--- src/rtl/multicycle_control.sv ---
// multicycle_control: Moore-style sequencer driving the 8-bit MIPS multi-cycle datapath.
// Build with PERF_COUNT_EN defined to add the retired_count / cycle_count outputs.
module multicycle_control #(
    parameter int MEM_TIMEOUT = 15,
    parameter int TO_W        = 8
) (
    input  logic       clk,
    input  logic       reset,
    input  logic [5:0] opcode,
    input  logic [5:0] funct,
    input  logic       zero_flag,
    input  logic       mem_ack,
    output logic       ir_write,
    output logic       pc_write,
    output logic [1:0] pc_src,
    output logic       reg_write,
    output logic       regDst,
    output logic       alusrc,
    output logic       memToReg,
    output logic       mem_read,
    output logic       mem_write,
    output logic [3:0] alu_op,
    output logic [2:0] state_out,
    output logic       halted,
    output logic       error
`ifdef PERF_COUNT_EN
    ,
    output logic [15:0] retired_count,
    output logic [15:0] cycle_count
`endif
);

    // state  | meaning
    // FETCH  | latch instruction register, capture opcode/funct
    // DECODE | dispatch on opcode; j completes here
    // EXEC   | alu operation; beq completes here
    // MEM    | hold mem_read/mem_write until mem_ack or timeout
    // WB     | register file write-back, pc advance
    // HALT   | idle until reset
    typedef enum logic [2:0] {
        S_FETCH  = 3'd0,
        S_DECODE = 3'd1,
        S_EXEC   = 3'd2,
        S_MEM    = 3'd3,
        S_WB     = 3'd4,
        S_HALT   = 3'd7
    } state_t;

    localparam logic [5:0] OP_RTYPE = 6'b000000;
    localparam logic [5:0] OP_J     = 6'b000010;
    localparam logic [5:0] OP_BEQ   = 6'b000100;
    localparam logic [5:0] OP_ADDI  = 6'b001000;
    localparam logic [5:0] OP_LW    = 6'b100011;
    localparam logic [5:0] OP_SW    = 6'b101011;
    localparam logic [5:0] OP_HALT  = 6'b111111;

    localparam logic [3:0] ALU_AND = 4'b0000;
    localparam logic [3:0] ALU_OR  = 4'b0001;
    localparam logic [3:0] ALU_ADD = 4'b0010;
    localparam logic [3:0] ALU_SUB = 4'b0110;
    localparam logic [3:0] ALU_SLT = 4'b0111;

    localparam logic [TO_W-1:0] TO_LIMIT = TO_W'(MEM_TIMEOUT);

    state_t          r_state;
    logic [5:0]      r_opcode;
    logic [5:0]      r_funct;
    logic [TO_W-1:0] r_to_cnt;
    logic            r_error;

    state_t          w_state_next;
    logic [TO_W-1:0] w_to_cnt_next;
    logic [TO_W-1:0] w_to_inc;
    logic            w_err_set;

    logic            w_is_r;
    logic            w_is_lw;
    logic            w_is_sw;
    logic            w_is_beq;
    logic            w_is_addi;
    logic            w_funct_ok;
    logic [3:0]      w_funct_alu;

    logic            w_ir_write;
    logic            w_pc_write;
    logic [1:0]      w_pc_src;
    logic            w_reg_write;
    logic            w_reg_dst;
    logic            w_alusrc;
    logic            w_mem_to_reg;
    logic            w_mem_read;
    logic            w_mem_write;
    logic [3:0]      w_alu_op;

    assign w_is_r    = (r_opcode == OP_RTYPE);
    assign w_is_lw   = (r_opcode == OP_LW);
    assign w_is_sw   = (r_opcode == OP_SW);
    assign w_is_beq  = (r_opcode == OP_BEQ);
    assign w_is_addi = (r_opcode == OP_ADDI);
    assign w_to_inc  = r_to_cnt + 1'b1;

    always_comb begin
        w_funct_ok  = 1'b1;
        w_funct_alu = ALU_ADD;
        case (r_funct)
            6'b100000: w_funct_alu = ALU_ADD;
            6'b100010: w_funct_alu = ALU_SUB;
            6'b100100: w_funct_alu = ALU_AND;
            6'b100101: w_funct_alu = ALU_OR;
            6'b101010: w_funct_alu = ALU_SLT;
            default:   w_funct_ok  = 1'b0;
        endcase
    end

    always_ff @(posedge clk or negedge reset) begin
        if (!reset) begin
            r_state  <= S_FETCH;
            r_opcode <= 6'd0;
            r_funct  <= 6'd0;
            r_to_cnt <= '0;
            r_error  <= 1'b0;
        end else begin
            r_state  <= w_state_next;
            r_to_cnt <= w_to_cnt_next;
            r_error  <= r_error | w_err_set;
            if (r_state == S_FETCH) begin
                r_opcode <= opcode;
                r_funct  <= funct;
            end
        end
    end

    always_comb begin
        w_state_next  = r_state;
        w_to_cnt_next = r_to_cnt;
        w_err_set     = 1'b0;
        w_ir_write    = 1'b0;
        w_pc_write    = 1'b0;
        w_pc_src      = 2'b00;
        w_reg_write   = 1'b0;
        w_reg_dst     = 1'b0;
        w_alusrc      = 1'b0;
        w_mem_to_reg  = 1'b0;
        w_mem_read    = 1'b0;
        w_mem_write   = 1'b0;
        w_alu_op      = ALU_ADD;
        case (r_state)
            S_FETCH: begin
                w_ir_write    = 1'b1;
                w_to_cnt_next = '0;
                w_state_next  = S_DECODE;
            end
            S_DECODE: begin
                if (r_opcode == OP_J) begin
                    w_pc_write   = 1'b1;
                    w_pc_src     = 2'b10;
                    w_state_next = S_FETCH;
                end else if (r_opcode == OP_HALT) begin
                    w_state_next = S_HALT;
                end else if ((w_is_r && w_funct_ok) || w_is_lw || w_is_sw || w_is_beq || w_is_addi) begin
                    w_state_next = S_EXEC;
                end else begin
                    w_err_set    = 1'b1;
                    w_state_next = S_HALT;
                end
            end
            S_EXEC: begin
                if (w_is_r) begin
                    w_alu_op     = w_funct_alu;
                    w_state_next = S_WB;
                end else if (w_is_lw || w_is_sw) begin
                    w_alusrc     = 1'b1;
                    w_state_next = S_MEM;
                end else if (w_is_addi) begin
                    w_alusrc     = 1'b1;
                    w_state_next = S_WB;
                end else if (w_is_beq) begin
                    w_alu_op     = ALU_SUB;
                    w_pc_write   = 1'b1;
                    w_pc_src     = {1'b0, zero_flag};
                    w_state_next = S_FETCH;
                end else begin
                    w_err_set    = 1'b1;
                    w_state_next = S_HALT;
                end
            end
            S_MEM: begin
                w_alusrc    = 1'b1;
                w_mem_read  = w_is_lw;
                w_mem_write = w_is_sw;
                if (mem_ack) begin
                    w_to_cnt_next = '0;
                    if (w_is_lw) begin
                        w_state_next = S_WB;
                    end else begin
                        w_pc_write   = 1'b1;
                        w_state_next = S_FETCH;
                    end
                end else begin
                    // the cycle that would reach the limit is the last one spent waiting
                    w_to_cnt_next = w_to_inc;
                    if (w_to_inc == TO_LIMIT) begin
                        w_err_set    = 1'b1;
                        w_state_next = S_HALT;
                    end
                end
            end
            S_WB: begin
                w_reg_write  = 1'b1;
                w_pc_write   = 1'b1;
                w_reg_dst    = w_is_r;
                w_mem_to_reg = w_is_lw;
                w_alusrc     = w_is_addi;
                w_alu_op     = w_is_r ? w_funct_alu : ALU_ADD;
                w_state_next = S_FETCH;
            end
            S_HALT: begin
                w_state_next = S_HALT;
            end
            default: begin
                w_err_set    = 1'b1;
                w_state_next = S_HALT;
            end
        endcase
    end

    // Outputs are forced quiet while reset is held so an aborted instruction cannot strobe.
    assign ir_write  = reset & w_ir_write;
    assign pc_write  = reset & w_pc_write;
    assign pc_src    = reset ? w_pc_src : 2'b00;
    assign reg_write = reset & w_reg_write;
    assign regDst    = reset & w_reg_dst;
    assign alusrc    = reset & w_alusrc;
    assign memToReg  = reset & w_mem_to_reg;
    assign mem_read  = reset & w_mem_read;
    assign mem_write = reset & w_mem_write;
    assign alu_op    = reset ? w_alu_op : ALU_ADD;
    assign state_out = r_state;
    assign halted    = (r_state == S_HALT);
    assign error     = r_error;

`ifdef PERF_COUNT_EN
    logic [15:0] r_retired_count;
    logic [15:0] r_cycle_count;

    always_ff @(posedge clk or negedge reset) begin
        if (!reset) begin
            r_retired_count <= 16'd0;
            r_cycle_count   <= 16'd0;
        end else begin
            if (w_pc_write) begin
                r_retired_count <= r_retired_count + 16'd1;
            end
            if (r_state != S_HALT) begin
                r_cycle_count <= r_cycle_count + 16'd1;
            end
        end
    end

    assign retired_count = r_retired_count;
    assign cycle_count   = r_cycle_count;
`endif

endmodule

--- config.mk ---
export PLATFORM = sky130hd
export DESIGN_NAME = multicycle_control
export DESIGN_NICKNAME = d
export VERILOG_FILES = /design/src/rtl/multicycle_control.sv
export SDC_FILE = /design/constraint.sdc
export NUM_CORES = 1
export LEC_CHECK = 0
export BUFFER_PORTS_ARGS = -buffer_cell sky130_fd_sc_hd__buf_2
export CORE_MARGIN = 2
export CORE_UTILIZATION = 53
export DETAILED_ROUTE_END_ITERATION = 10
export GPL_TIMING_DRIVEN = 1
export PLACE_DENSITY = 0.79
export SLEW_MARGIN = 20
export SYNTH_ARGS = -nofsm -noshare
export SYNTH_HDL_FRONTEND = slang
export SYNTH_SLANG_ARGS = --single-unit
--- constraint.sdc ---
create_clock -name clk -period 2.6 [get_ports clk]
set_clock_uncertainty 0.2 [all_clocks]
set_input_delay 0.13 -clock clk [delete_from_list [all_inputs] [get_ports clk]]
set_output_delay 0.13 -clock clk [all_outputs]
set_load 0.01 [all_outputs]
-- Word-level counts from Yosys, hierarchy flattened
Index checks and enable logic that the tools add are counted.
- reductions and logical operators: 11
- muxes and demuxes: 57
- equality and inequality tests: 18
- bitwise operators: 9
- add/subtract/negate cells: 1
- operators with widths (cell ; number):
    6-bit equality test, second input constant ; 8
    3-bit two-way mux ; 13
    1-bit two-way mux ; 30
    8-bit case mux with 2 select lines ; 1
    3-bit case mux with 5 select lines ; 1
    4-bit two-way mux ; 3
    3-bit case mux with 4 select lines ; 1
    8-bit by 1-bit adder with 8-bit output, second input constant ; 1
    1-bit bitwise AND ; 8
    8-bit by 4-bit equality test with 1-bit output, second input constant ; 1
    8-bit two-way mux ; 1
    1-bit case mux with 4 select lines ; 2
    4-bit case mux with 2 select lines ; 1
    3-bit by 2-bit equality test with 1-bit output, second input constant ; 2
    3-bit equality test, second input constant ; 2
    6-bit by 2-bit equality test with 1-bit output, second input constant ; 1
    6-bit by 3-bit equality test with 1-bit output, second input constant ; 1
    6-bit by 4-bit equality test with 1-bit output, second input constant ; 1
    6-bit logical NOT ; 1
    1-bit logical OR ; 5
    5-bit OR reduction ; 1
    2-bit two-way mux ; 2
    2-bit case mux with 2 select lines ; 1
    3-bit by 1-bit equality test with 1-bit output, second input constant ; 1
    7 further kinds ; 7
- input bits: 16
- output and inout bits: 19
- flip-flop bits (word level): 24
- word-level logic and storage cells: 101

-- Depth between registers and ports, before layout
- depth in word-level cells: 13
- mapped depth: 7
- gate-level depth less buffers: 6

-- Worst setup path before layout
Ideal clock, no wire load.
- kind: register to register
- start: reg r_to_cnt[0]
- end: reg r_state[2], in the netlist state_out[2]
- stages on the path, launching flop included: 7
- arrival time: 1659 ps
- path buffers: 0
- setup time: 86 ps
- path slack: 655 ps
- data required time: 2314 ps
- clock period less this slack: 1945 ps
- cells stage by stage: dfrtp_1 > ha_1 > and3_1 > and3_1 > xor2_1 > or3_1 > a32oi_1
- longest elaborated chain between the ends: 3
- RTL lines (element ; line ; text):
    from (decl) ; 68 ; logic [TO_W-1:0] r_to_cnt;
    from (signal assigned) ; 124 ; r_to_cnt <= w_to_cnt_next;
    8-bit by 1-bit adder with 8-bit output ; 100 ; assign w_to_inc = r_to_cnt + 1'b1;
    8-bit by 4-bit equality test with 1-bit output ; 202 ; if (w_to_inc == TO_LIMIT) begin
    3-bit != test (no line) ; n/a ;
    to (signal assigned) ; 123 ; r_state <= w_state_next;
    to (decl) ; 65 ; state_t r_state;
No other way between the ends.
A chain may end at the register's enable or synchronous reset.

-- Worst setup path in the final report
- start: reg r_opcode[0]
- end: out pc_write
- longest elaborated chain between the ends: 7
- elaborated cells on any way between the ends: 16
- classes of those cells: eq/ne: 5; mux: 8; bitwise: 1; reduce/logical: 2
- RTL lines (element ; line ; text):
    from (decl) ; 66 ; logic [5:0] r_opcode;
    from (signal assigned) ; 127 ; r_opcode <= opcode;
    6-bit by 3-bit equality test with 1-bit output ; 98 ; assign w_is_beq = (r_opcode == OP_BEQ);
    1-bit two-way mux ; 177 ; end else if (w_is_beq) begin
    1-bit two-way mux ; 174 ; end else if (w_is_addi) begin
    1-bit two-way mux ; 171 ; end else if (w_is_lw || w_is_sw) begin
    1-bit two-way mux ; 168 ; if (w_is_r) begin
    1-bit case mux with 4 select lines * ; 147 ; case (r_state)
    1-bit bitwise AND * ; 229 ; assign pc_write = reset & w_pc_write;
    to (decl) ; 14 ; output logic pc_write,
Every way passes the cells marked *; elsewhere a longest branch is shown, timed or not.

==> flow_summary.toml <==
[clock_tree]
numCtsBuffers = 3
clkTransAtPathRegs_ps = 140
post_cts_buffers = 0
cts_tree = "done"
clock_sinks = 24
clk_latency_ps = 330
cts.path.max_buffers = 2
root_buffer = "clkbuf_4"
htreeDepth = 1

[die]
dieArea_mm2 = 0.00335
start_util = 0.557
die_h_um = 57.8
core_mm2 = 0.00276
pin_count = 35
die_w_um = 57.8
std_cell_rows = 19

[yosys]
async_flop_share = 1.00
ys_ff_latch = 24
syn_area_mm2 = 0.00154
yosysUniqueCellTypes = 47
synth_ff_type = "dfrtp_1"
synthCells = 174
yosysWarnings = 0
synth.avg_cell_area_um2 = 8.83
syn_nets = 192
synth_edf_count = 0
synth-seq-area-share = 0.391

[layout]
fill_cells = 216
areaGrowthSynthToFinish_pct = 23.9
layoutNonFillerInstCount = 250
utilization = 0.691
regArea_um2 = 601
num_antenna_cells = 0
mostFrequentLayoutCells = "buf_2 (33), dfrtp_1 (24), nand2_1 (22)"
final_common_cell = "buf_2"
layout-drive-gt1-share = 0.269
multi_input_area_um2 = 870
fin_nets = 238

[sta]
finalHoldViolations = 0
hold-worst-slack_ps = 3.84
slew_headroom = 0.664
maxSlewViolCount = 0
post-route-period-util = 0.958
fin_setup_tns_ps = 0
max_freq_mhz = 402
rsz0062_at_grt = "no"
setup-violations-final = 0
min_period_ps = 2490
worstMarginPinSlew_ps = 505

[worst_hold_path]
worstHoldPathType = "in -> async"

[critical_path]
crit_path_cell_trace = "nor4_2 > nand3b_1 > o21a_1 > o22ai_1 > and2_1 > buf_2"
r2r_setup_slack_ps = 460
cp_slowest_cell = "nor4_2"
start_kind = "register"
cp_top_family = "simple AND/OR/NAND/NOR gates"
cp_data_arrival_time_ps = 2160
cp_max_fo = 6
setup.worst_path.class = "reg -> out"
reg2reg_to = "r_to_cnt[2]"
ff2ff_path_depth = 5
slowest_delay_ps = 510
r2r-start = "state_out[0]"
critPathRequiredTime_ps = 2270
cp-end-kind = "primary output"
cp.buffers_inverters = 1

[power_and_ir_drop]
powerDensity_mw_per_mm2 = 367
ir_worst_vdd_uv = 312
total_power_uw = 699
cellLeakagePower_nw = 0.872

[grt]
grt_use_total = 0.240
antenna_found_initial = 0
first_global_vias = 1316
grt-ovfl-total = 0
grt_first_pass_wirelength_um = 6170
grt_start_max_net_pins = 18

[detailed_routing]
wl_um = 3630
ant_nets = 0
wl_per_cell_um = 14.5
drcViolationCount = 0
dr.pass1.iters = 4
vias = 1456
routed_via_density = 5.82
first_iter_violations = 60

[flow_run]
drv_cap = 0

[placed_design]
placed_cells = 232
gp_congestion = 0.836
port_buffers = 33
hpwl_um = 2530

[status]
status = "finished, final reports clean"
-- cells by family (layout without fill, tap and decap cells) --
logic type,Yosys count,count (layout),share of synthesized area
compound gates,42,42,0.171
xor+xnor,5,5,0.0285
fa+ha+maj,2,2,0.0163
buf+inv,13,58,0.0472
flops,24,24,0.391
mux,12,12,0.0871
other cells,1,1,0.00244
simple gates,75,75,0.257
-- registers in the layout (all words and copies together), names as in the netlist --
name / flops
state_out: 3
r_opcode: 6
r_to_cnt: 8
r_funct: 6
error: 1
-- worst max path at each step --
stage	startpoint	to	slack (ps)	cells after the start
4_1_cts	r_opcode[0]	pc_write	130	6
3_5_place_dp	r_opcode[0]	pc_write	510	6
3_3_place_gp	r_opcode[3]	alu_op[2]	530	5
2_1_floorplan	r_to_cnt[0]	state_out[2]	650	6
6_report	r_opcode[0]	pc_write	110	6
5_1_grt	r_opcode[0]	pc_write	40	6
-- power breakdown --
part / internal [mW] / leakage [nW] / switching (mW) / total, mW
combinational: 0.0268 / 0.537 / 0.0203 / 0.0471
clock: 0.156 / 0.0279 / 0.121 / 0.277
sequential: 0.374 / 0.307 / 0.00106 / 0.375
total: 0.557 / 0.872 / 0.142 / 0.699
-- worst reg2reg max path, stage by stage (launching register included) --
cell	delay, ps
dfrtp_1	680
nand2b_1	250
or3_1	500
o21ai_0	270
nand2_1	90
o21ai_0	80
-- per-layer routing --
metal  global-route usage  wire, um
met1                0.331      1700
met2                0.386      1690
met3               0.0402       172
met4               0.0764        76
met5                    0         0
-- synthesized netlist by cell type, types with 3 or more instances --
cell	n	area share
a21oi_1	9	0.029
nand2b_1	4	0.016
nand3_1	3	0.0098
xor2_1	3	0.017
nand2_1	22	0.054
o21ai_0	18	0.059
nor3_1	8	0.026
clkbuf_1	4	0.0098
and2_1	4	0.016
nor2_1	11	0.027
mux2_2	11	0.081
and3_1	8	0.033
dfrtp_1	24	0.39
inv_1	4	0.0098
-- final cells by class --
type                       count  area share
clock buffer                   3      0.0118
clock inverter                 1      0.0158
inverter                       4     0.00788
multi-input combinational    137       0.457
sequential                    24       0.315
tap                           31      0.0204
timing repair buffer          50       0.172
-- metrics by stage --
stage | instance area (um2) | setup WS (ps)
4_1_cts | 1900 | 131
2_1_floorplan | 1540 | 655
6_report | 1900 | 110
5_1_grt | 1900 | 44.9
3_5_place_dp | 1710 | 510
3_3_place_gp | 1710 | 532
-- timing repair --
| item | 4_1_cts | 5_1_grt |
|---|---|---|
| endpoints found under the hold margin | 37 | 0 |
| hold buffers | 14 | 0 |
| endpoints found under the setup margin | 0 | 1 |
| gates resized for setup | 0 | 1 |
Note: power is estimated with default switching activity, not from simulation.
